File: src/rtl/if_id_queue.sv
// Instruction buffer between fetch and decode: DEPTH-entry FIFO of {pc, inst}
// with valid/ready on both sides and a synchronous flush for redirects.
module if_id_queue #(
   parameter int unsigned ADDR_W = 32,
   parameter int unsigned INST_W = 32,
   parameter int unsigned DEPTH  = 4,
   localparam int unsigned CNT_W = $clog2(DEPTH) + 1
) (
   input  logic              clk_i,
   input  logic              rst_i,
   input  logic              flush_i,
   input  logic              if_valid_i,
   output logic              if_ready_o,
   input  logic [ADDR_W-1:0] if_pc_i,
   input  logic [INST_W-1:0] if_inst_i,
   output logic              id_valid_o,
   input  logic              id_ready_i,
   output logic [ADDR_W-1:0] id_pc_o,
   output logic [INST_W-1:0] id_inst_o,
   output logic [CNT_W-1:0]  count_o
);

   localparam int unsigned PTR_W = $clog2(DEPTH);

   logic [ADDR_W-1:0] pc_q   [DEPTH];
   logic [INST_W-1:0] inst_q [DEPTH];

   logic [PTR_W-1:0] wr_ptr_q, wr_ptr_d;
   logic [PTR_W-1:0] rd_ptr_q, rd_ptr_d;
   logic [CNT_W-1:0] cnt_q, cnt_d;
   logic             push, pop;

   // Full refuses pushes even when a pop happens in the same cycle.
   assign if_ready_o = (cnt_q != CNT_W'(DEPTH));
   assign id_valid_o = (cnt_q != '0);
   assign count_o    = cnt_q;

   assign push = if_valid_i && if_ready_o;
   assign pop  = id_valid_o && id_ready_i;

   // Empty queue presents an all-zero bubble; storage itself is never cleared.
   assign id_pc_o   = id_valid_o ? pc_q[rd_ptr_q]   : '0;
   assign id_inst_o = id_valid_o ? inst_q[rd_ptr_q] : '0;

   always_comb begin
      wr_ptr_d = wr_ptr_q;
      rd_ptr_d = rd_ptr_q;
      cnt_d    = cnt_q;
      if (flush_i) begin
         wr_ptr_d = '0;
         rd_ptr_d = '0;
         cnt_d    = '0;
      end else begin
         if (push) wr_ptr_d = wr_ptr_q + PTR_W'(1);
         if (pop)  rd_ptr_d = rd_ptr_q + PTR_W'(1);
         case ({push, pop})
            2'b10:   cnt_d = cnt_q + CNT_W'(1);
            2'b01:   cnt_d = cnt_q - CNT_W'(1);
            default: cnt_d = cnt_q;
         endcase
      end
   end

   always_ff @(posedge clk_i) begin
      if (rst_i) begin
         wr_ptr_q <= '0;
         rd_ptr_q <= '0;
         cnt_q    <= '0;
      end else begin
         wr_ptr_q <= wr_ptr_d;
         rd_ptr_q <= rd_ptr_d;
         cnt_q    <= cnt_d;
      end
   end

   always_ff @(posedge clk_i) begin
      if (!rst_i && !flush_i && push) begin
         pc_q[wr_ptr_q]   <= if_pc_i;
         inst_q[wr_ptr_q] <= if_inst_i;
      end
   end

endmodule
File: config.mk
export PLATFORM = sky130hd
export DESIGN_NAME = if_id_queue
export DESIGN_NICKNAME = d
export VERILOG_FILES = /design/src/rtl/if_id_queue.sv
export SDC_FILE = /design/constraint.sdc
export NUM_CORES = 1
export LEC_CHECK = 0
export BUFFER_PORTS_ARGS = -buffer_cell sky130_fd_sc_hd__buf_2
export CAP_MARGIN = 20
export CORE_AREA = 2 2 289 148
export CTS_BUF_LIST = sky130_fd_sc_hd__clkbuf_4 sky130_fd_sc_hd__clkbuf_8
export DETAILED_ROUTE_END_ITERATION = 8
export DIE_AREA = 0 0 291 150
export GPL_ROUTABILITY_DRIVEN = 0
export SYNTH_ARGS = -nofsm -noshare
export SYNTH_HDL_FRONTEND = slang
export SYNTH_SLANG_ARGS = --single-unit
File: constraint.sdc
create_clock -name clk_i -period 3.1 [get_ports clk_i]
set_input_delay 0.62 -clock clk_i [delete_from_list [all_inputs] [get_ports clk_i]]
set_output_delay 0.62 -clock clk_i [all_outputs]
set_load 0.1 [all_outputs]
After elaboration in Yosys (flattened, before gate mapping). Memory sizes are Yosys's and may differ from the RTL's. A register that Yosys moved wholly into a read port is not among the register bits. Index checks and enable logic that the tools add are counted.

Register bits after elaboration: 7. Memory bits (writable): 256. Bits of input ports: 69. Output and inout bits: 69. Word-level logic and storage cells: 30. Memories: 2.

$add $sub $neg: 4. Equality and inequality tests: 3. Mux-type cells: 9. Reduce and logical (&&, ||, !) cells: 9.

Memories: inst_q (depth 4, bits a word 32, rd ports 1, clocked after memory_dff 1, wr ports 1, line 26) `logic [INST_W-1:0] inst_q [DEPTH];`; pc_q (depth 4, bits a word 32, rd ports 1, clocked after memory_dff 1, wr ports 1, line 25) `logic [ADDR_W-1:0] pc_q [DEPTH];`.

Operators by type and width (number): $mux W32 (2); $mux W2 (4); $pmux W3 S2 (1); $add A2 B1 Y2 const B (2); $logic_and A1 B1 Y1 (4); $add A3 B1 Y3 const B (1); $ne A3 B3 Y1 const B (1); $reduce_bool A3 Y1 (1); $sub A3 B1 Y3 const B (1); $eq A2 B1 Y1 const B (1); $eq A2 B2 Y1 const B (1); $logic_not A1 Y1 (2); $mux W1 (2); $reduce_bool A2 Y1 (1); $reduce_or A2 Y1 (1).

Depth between registers and ports, before layout. Gate-level depths: netlist of the first run.

Word-level depth: 5. Depth in mapped cells: 10. Mapped depth without buffers: 9.

Worst setup path before layout of the first run. Ideal clock, no wire load.

Path kind: register to output. From: register cnt_q[0], in the netlist count_o[0]. To: output port id_inst_o[22]. Arrival: 3.096 ns. Path slack: -0.616 ns. Cell stages (with the launch flop): 4. Path buffers: 1. Cell sequence: dfxtp_1 -> or3_1 -> clkbuf_1 -> and2_1.

Longest elaborated chain between the ends: 2.

Ends and longest elaborated chain: start, declared (line 30) `logic [CNT_W-1:0] cnt_q, cnt_d;`; start signal, assigned (line 72) `cnt_q <= cnt_d;`; $reduce_bool A3 Y1 (line 35) `assign id_valid_o = (cnt_q != '0);`; via id_valid_o (line 16) `output logic id_valid_o,`; $mux W32 (line 43) `assign id_inst_o = id_valid_o ? inst_q[rd_ptr_q] : '0;`; end, declared (line 19) `output logic [INST_W-1:0] id_inst_o,`.

The timed path passes the listed nets, and every way through them passes these cells.

Final worst setup path of the first run.
From: register cnt_q[0], in the netlist count_o[0]. To: output port id_pc_o[18].

Longest elaborated chain between the ends: 2.

Ends and longest elaborated chain: $reduce_bool A3 Y1 (line 35); $mux W32 (line 42) `assign id_pc_o = id_valid_o ? pc_q[rd_ptr_q] : '0;`; end, declared (line 18) `output logic [ADDR_W-1:0] id_pc_o,`.

Every way passes these cells.

==> reports/metrics.csv, run 1 <==
stage,metric,value,unit
logic_synthesis,ys_seq_area_share,77.3,%
detailed_routing,via_per_inst,4.08,
critical_path,crit_chain,or3_2 > buf_4 > and2_1 > buf_2,
job,cap_violations,0,
critical_path,cpPeakStageDelay,0.46,ns
timing,grt_setup_unrepaired,no,
power_and_ir_drop,p_per_area,615,nW/um2
detailed_routing,drtIter0Drc,226,
timing,tightestPinTransition,0.552,ns
power_and_ir_drop,internal_power,5.78,mW
cts,cts_tree,yes,
global_routing,groute.usage.overall,9.82,%
logic_synthesis,synth_top_area_share,75.6,%
cts,clk_latency,0.55,ns
cts,clock_path_buffers,3,
timing,slew_headroom,63.1,%
critical_path,crit_arrival,2.27,ns
cts,numCtsBuffers,41,
hold_path,hold_path.startpoint,if_pc_i[23],
power_and_ir_drop,p_leak,4.24,nW
final_layout,final_nets,708,
critical_path,start_kind,flip-flop,
floorplanning,row_count,53,
placement,io_buffers,137,
status,status,"complete, no violations",
global_routing,grt_first_pass_wirelength,31.9,mm
floorplanning,die_x,291,um
power_and_ir_drop,p_total,7.71,mW
detailed_routing,first_pass_iters,5,
power_and_ir_drop,swShare,25.1,%
critical_path,slowest_stage,dfxtp_1,
critical_path,critical_path_class,reg -> out,
final_layout,syn_to_final_growth,23.1,%
critical_path,timing.rr.end,count_o[2],
power_and_ir_drop,p_switching,1.93,mW
floorplanning,die_h,150,um
cts,clkSinkCount,265,
hold_path,holdCritPathClass,in -> reg,
timing,fin_crit,2.89,ns
global_routing,grt_max_degree,42,
power_and_ir_drop,comb_power_share,9.3,%
timing,fin_worst_skew,0.0276,ns
cts,clk_pin_slew,0.07,ns
final_layout,post_route_cells_drive_above_1_share,46.3,%
logic_synthesis,syn_nets,534,
logic_synthesis,avgSynthCellArea,22.2,um2
critical_path,reg2reg_depth,9,
cts,cts_root_buffer,clkbuf_8,
critical_path,critPathRequiredTime,2.48,ns
detailed_routing,vias,4949,
critical_path,reg2reg_from,count_o[1],
logic_synthesis,ys_types,27,
critical_path,crit_path_end_kind,primary output,
placement,dp_hpwl,12.7,mm
critical_path,r2r_slack,0.67,ns
cts,cts.htree.levels,2,
hold_path,hold_end,pc_q[0][23],
logic_synthesis,ys_seq_elements,265,
detailed_routing,remaining_drc_errors,0,
floorplanning,dieArea,43700,um2
critical_path,cp_max_fo,40,
final_layout,diodes,0,
power_and_ir_drop,ir_drop,0.372,mV
detailed_routing,wirelength,21.8,mm
timing,slew_violations,0,
logic_synthesis,synth.area.top_cells,"edfxtp_1, mux4_2, and2_1",
global_routing,gr-total-overflow,0,
power_and_ir_drop,clkPwrFrac,39.1,%
detailed_routing,antenna_left,0,
global_routing,grt_pass1_vias,5232,
power_and_ir_drop,seq_power_share,51.6,%
hold_path,min_delay_path_depth,1,
cts,cts_setup_buffers,0,
detailed_routing,wl_per_cell,18.0,um
timing,min_period_over_period,93.2,%
logic_synthesis,netlist_instances,459,
floorplanning,core-area,41300,um2
placement,place_area,11700,um2
floorplanning,initial_utilization,24.6,%
timing,hold_viol,0,
timing,timing.fmax,0.346,GHz
logic_synthesis,yosysWarnings,0,
timing,setup_viol_count_final,0,
logic_synthesis,synth_area,10200,um2
final_layout,fin_area,12500,um2
logic_synthesis,yosys.area.top_type,edfxtp_1,
global_routing,grt_antenna_before_repair,1,
floorplanning,num_io_pins,138,
-- layout by cell type, fill, tap and decap left out, types with 2 or more instances in the layout --
cell type / instances
edfxtp_1: 256
buf_2: 137
mux4_2: 64
and2_1: 56
clkbuf_8: 43
clkbuf_4: 16
and2_2: 8
buf_12: 8
inv_1: 7
nor2_1: 7
buf_4: 7
dfxtp_1: 6
ha_1: 5
clkinv_1: 5
and3_4: 4
xor2_1: 4
clkinv_2: 4
or3_2: 2
nand2_1: 2
a21oi_1: 2
dfxtp_4: 2
inv_6: 2
bufinv_16: 2
-- logic make-up after synthesis --
| kind of cell | count (synthesis) | synth area share (%) |
|---|---|---|
| AOI/OAI and AO/OA | 6 | 0.430 |
| xor gates and xnor gates | 4 | 0.344 |
| adders and majority gates | 6 | 0.812 |
| buffers and inverters | 30 | 1.80 |
| DFF | 265 | 77.3 |
| muxes | 65 | 14.3 |
| and+or+nand+nor | 83 | 5.02 |
-- routing by layer --
metal,track usage (%),vias up,share of wire (%)
li1,-,2202,-
met1,12.7,2594,44
met2,15.8,121,48
met3,3.45,32,6.2
met4,2.44,0,1.6
met5,0,-,0
-- through the flow --
step	setup slack, ns	setup TNS [ns]	std cells	util, %	hold WS [ns]
floorplan	-0.115	-0.115	459	-	0.469
global placement	0.695	0	1139	28.2	0.490
detailed placement	0.684	0	1139	28.2	0.498
CTS	0.0496	0	1212	30.2	0.208
global route	0.0574	0	1213	30.3	0.216
finish	0.212	0	1213	30.3	0.285
-- power by group through the flow --
stage | Clock (mW) | Combinational (mW) | Sequential (mW)
3_5_place_dp | 0 | 0.726 | 4.05
3_3_place_gp | 0 | 0.723 | 4.05
5_1_grt | 3.32 | 0.760 | 3.98
4_1_cts | 3.16 | 0.727 | 3.98
6_report | 3.01 | 0.719 | 3.98
2_1_floorplan | 0 | 0.532 | 4.06
-- final cells by class --
class	instances	area (um2)
well taps	550	688
inverters	7	26.3
clock buffers	59	712
multi-input cells	164	2150
clock inverters	14	124
repair buffers	154	951
fillers	4041	28800
flip-flops and latches	265	7880
-- worst max path at each step --
| stage | depth (start not counted) | end | start | slack (ns) |
|---|---|---|---|---|
| after floorplan | 3 | id_inst_o[22] | count_o[0] | -0.11 |
| after global placement | 4 | id_pc_o[1] | flip-flop | 0.69 |
| after detailed placement | 9 | count_o[2] | count_o[1] | 0.68 |
| after CTS | 4 | id_inst_o[19] | flip-flop | 0.05 |
| after global routing | 4 | id_pc_o[18] | count_o[1] | 0.06 |
| final | 4 | id_pc_o[18] | count_o[0] | 0.21 |
-- critical path: cells and delay by family (launching register included) --
family	cells	cell delay, ns
flops	1	0.46
simple gates	2	0.43
buf+inv	2	0.81
-- what timing repair did --
item,4_1_cts,5_1_grt
setup endpoints to repair,0,7
hold buffers,0,0
resized for setup,0,1
endpoints found under the hold margin,0,0
-- synth_stat cells --
library cell / number
inv_1: 7
or3b_4: 1
buf_6: 8
nand4_1: 1
and3_2: 4
mux4_2: 64
nor2_1: 7
clkbuf_1: 9
o31ai_2: 1
and2_1: 64
or3_2: 1
o21ai_0: 1
mux2i_1: 1
ha_1: 5
a21oi_1: 2
o311ai_0: 1
xor2_1: 4
buf_4: 1
or3_1: 1
nand2_1: 2
buf_2: 5
dfxtp_1: 9
and2_4: 1
fa_1: 1
edfxtp_1: 256
o31ai_1: 1
or2_2: 1
-- registers in the layout, summed over array words and instances (netlist names), named ones only --
| signal | cells |
|---|---|
| count_o | 3 |
| inst_q | 128 |
| pc_q | 128 |
| rd_ptr_q | 2 |
| wr_ptr_q | 2 |
Note: power is estimated with default switching activity, not from simulation.
==> run 2: changes to the inputs <==
--- a/config.mk
+++ b/config.mk
@@ -9,6 +9,7 @@
 export CAP_MARGIN = 20
 export CORE_AREA = 2 2 289 148
 export CTS_BUF_LIST = sky130_fd_sc_hd__clkbuf_4 sky130_fd_sc_hd__clkbuf_8
+export CTS_CLUSTER_SIZE = 30
 export DETAILED_ROUTE_END_ITERATION = 8
 export DIE_AREA = 0 0 291 150
 export GPL_ROUTABILITY_DRIVEN = 0
==> constraint.sdc (replaced) <==
create_clock -name clk_i -period 3.6 [get_ports clk_i]
set_input_delay 0.72 -clock clk_i [delete_from_list [all_inputs] [get_ports clk_i]]
set_output_delay 0.72 -clock clk_i [all_outputs]
set_load 0.1 [all_outputs]
==> run 2 against run 1 <==
Net effect: worst hold slack better by 0.078 ns; first-iteration DRC count rose by 41%; largest power group unchanged; setup slack improved by 0.24 ns; via count is 0.87% lower; global-route usage up 0.17 points; critical path type unchanged; largest cell class unchanged.
==> reports/metrics.csv, run 2 (synthesis results as in run 1) <==
stage,metric,value,unit,change
status,status,"complete, no violations",,
critical_path,cp_max_fo,14,,-65%
final_layout,fin_util,30.2,%,-0.091 points
detailed_routing,antenna_left,0,,unchanged
cts,ctsHoldBuffers,0,,unchanged
critical_path,reg2reg_from,count_o[2],,
critical_path,slowest_stage,dfxtp_4,,
timing,min_period_over_period,87.5,%,
timing,setup_viol_count_final,0,,unchanged
timing,tightestPinTransition,0.618,ns,+0.0661 ns
floorplanning,initial_utilization,24.6,%,unchanged
global_routing,grt_antenna_before_repair,3,,+2
timing,fin_worst_skew,0.0259,ns,-0.00166 ns
global_routing,grt_max_degree,66,,+57%
power_and_ir_drop,ir_drop,0.300,mV,-19%
critical_path,crit_path_end_kind,primary output,,
power_and_ir_drop,p_per_area,532,nW/um2,-14%
timing,slew_headroom,58.8,%,-4.3 points
timing,slew_violations,0,,unchanged
detailed_routing,vias,4906,,-0.87%
floorplanning,die_x,291,um,unchanged
timing,hold_ws,0.364,ns,+0.0785 ns
placement,dp.cells,1140,,+0.088%
critical_path,endpoint,id_inst_o[2],,
final_layout,final_cell_mix,"edfxtp_1, buf_2, mux4_2, and2_1, clkbuf_8",,
floorplanning,core-area,41300,um2,unchanged
floorplanning,die_h,150,um,unchanged
cts,cts_setup_buffers,0,,unchanged
detailed_routing,remaining_drc_errors,0,,unchanged
timing,fin_crit,3.15,ns,
placement,io_buffers,137,,unchanged
detailed_routing,wl_per_cell,17.7,um,-1.5%
final_layout,post_route_cells_drive_above_1_share,45.0,%,-1.3 points
final_layout,final_cells,1217,,+0.33%
cts,clock_path_buffers,3,,unchanged
global_routing,groute.usage.overall,9.98,%,+0.17 points
critical_path,critPathRequiredTime,2.88,ns,+0.40 ns
floorplanning,row_count,53,,unchanged
cts,numCtsBuffers,41,,unchanged
critical_path,critical_path_class,reg -> out,,
final_layout,mostFrequentLayoutCell,edfxtp_1,,
critical_path,reg2reg_depth,9,,unchanged
cts,cts_root_buffer,clkbuf_8,,
global_routing,grt_first_pass_wirelength,32.7,mm,+2.4%
critical_path,start_kind,flip-flop,,
timing,hold_viol,0,,unchanged
hold_path,holdCritPathClass,in -> reg,,
timing,fin_setup_tns,0,ns,unchanged
power_and_ir_drop,p_leak,4.23,nW,-0.32%
global_routing,gr-total-overflow,0,,unchanged
cts,clk_latency,0.56,ns,about the same
critical_path,crit_chain,buf_4 > mux4_2 > and2_1 > buf_2,,
job,cap_violations,0,,unchanged
final_layout,final_nets,708,,unchanged
timing,grt_setup_unrepaired,no,,
detailed_routing,drtIter0Drc,319,,+41%
cts,cts_tree,yes,,
detailed_routing,first_pass_iters,4,,-1
critical_path,timing.rr.end,count_o[2],,
detailed_routing,wirelength,21.6,mm,-1.2%
floorplanning,dieArea,43700,um2,unchanged
critical_path,cpPeakStageDelay,0.55,ns,+0.09 ns
floorplanning,num_io_pins,138,,unchanged
global_routing,grt_pass1_vias,5289,,+1.1%
detailed_routing,via_per_inst,4.03,,-1.2%
cts,clk_pin_slew,0.08,ns,about the same
critical_path,crit_arrival,2.43,ns,+0.16 ns
timing,timing.fmax,0.317,GHz,
cts,cts.htree.levels,2,,unchanged
cts,ctsResizeCount,0,,unchanged
final_layout,syn_to_final_growth,22.8,%,
placement,dp_hpwl,13.4,mm,+5.7%
critical_path,r2r_slack,1.00,ns,+0.33 ns
cts,clkSinkCount,265,,unchanged
[run 2: changes by cell type in the layout (fill, tap and decap cells not counted), moves of 2 or more]
cell and delta:
diode_2 +2, and2_2 -8, and2_1 +8, clkinv_2 -2
clkbuf_8 +2, buf_4 +3
[run 2: cell type report]
cell class	count	area, um2
multi-input combinational	164	2140
fill	4037	28800
sequential	265	7880
clock inverter	14	115
antenna	2	5.00
clock buffer	61	739
tap	550	688
inverter	7	26.3
timing repair buffer	154	901
[run 2: worst min-delay path by stage]
stage / start / endpoint / slack, ns / cells past startpoint
finish: if_inst_i[29] / inst_q[3][29] / 0.36 / 1
global route: if_inst_i[11] / inst_q[3][11] / 0.32 / 1
global placement: wr_ptr_q[0] / wr_ptr_q[0] / 0.49 / 2
floorplan: wr_ptr_q[0] / wr_ptr_q[0] / 0.47 / 2
CTS: if_inst_i[29] / inst_q[0][29] / 0.31 / 1
detailed placement: wr_ptr_q[0] / wr_ptr_q[0] / 0.49 / 2
[run 2: through the flow]
stage	setup WS (ns)	power, mW	area (um2)
global placement	1.00	4.11	11600
CTS	0.336	6.76	12500
finish	0.450	6.64	12500
global route	0.271	6.92	12500
detailed placement	0.955	4.12	11600
floorplan	0.275	3.95	10200
[run 2: power by group]
part	internal [mW]	leakage, nW	switching, mW
clock	1.41	0.450	1.19
sequential	3.41	2.39	0.0123
combinational	0.134	1.39	0.481
[run 2: critical path, delay by kind of cell (launching register included)]
kind / cells / cell delay, ns
buffers and inverters: 2 / 0.61
muxes: 1 / 0.54
DFF: 1 / 0.55
and+or+nand+nor: 1 / 0.17
[run 2: routing by layer]
metal  GRT usage [%]  up-vias  part of all wire (%)
met4            3.01        0                   2.0
li1                -     2209                     -
met5               0        -                     0
met1            13.6     2551                    47
met3            3.24       40                   5.1
met2            15.2      106                    46
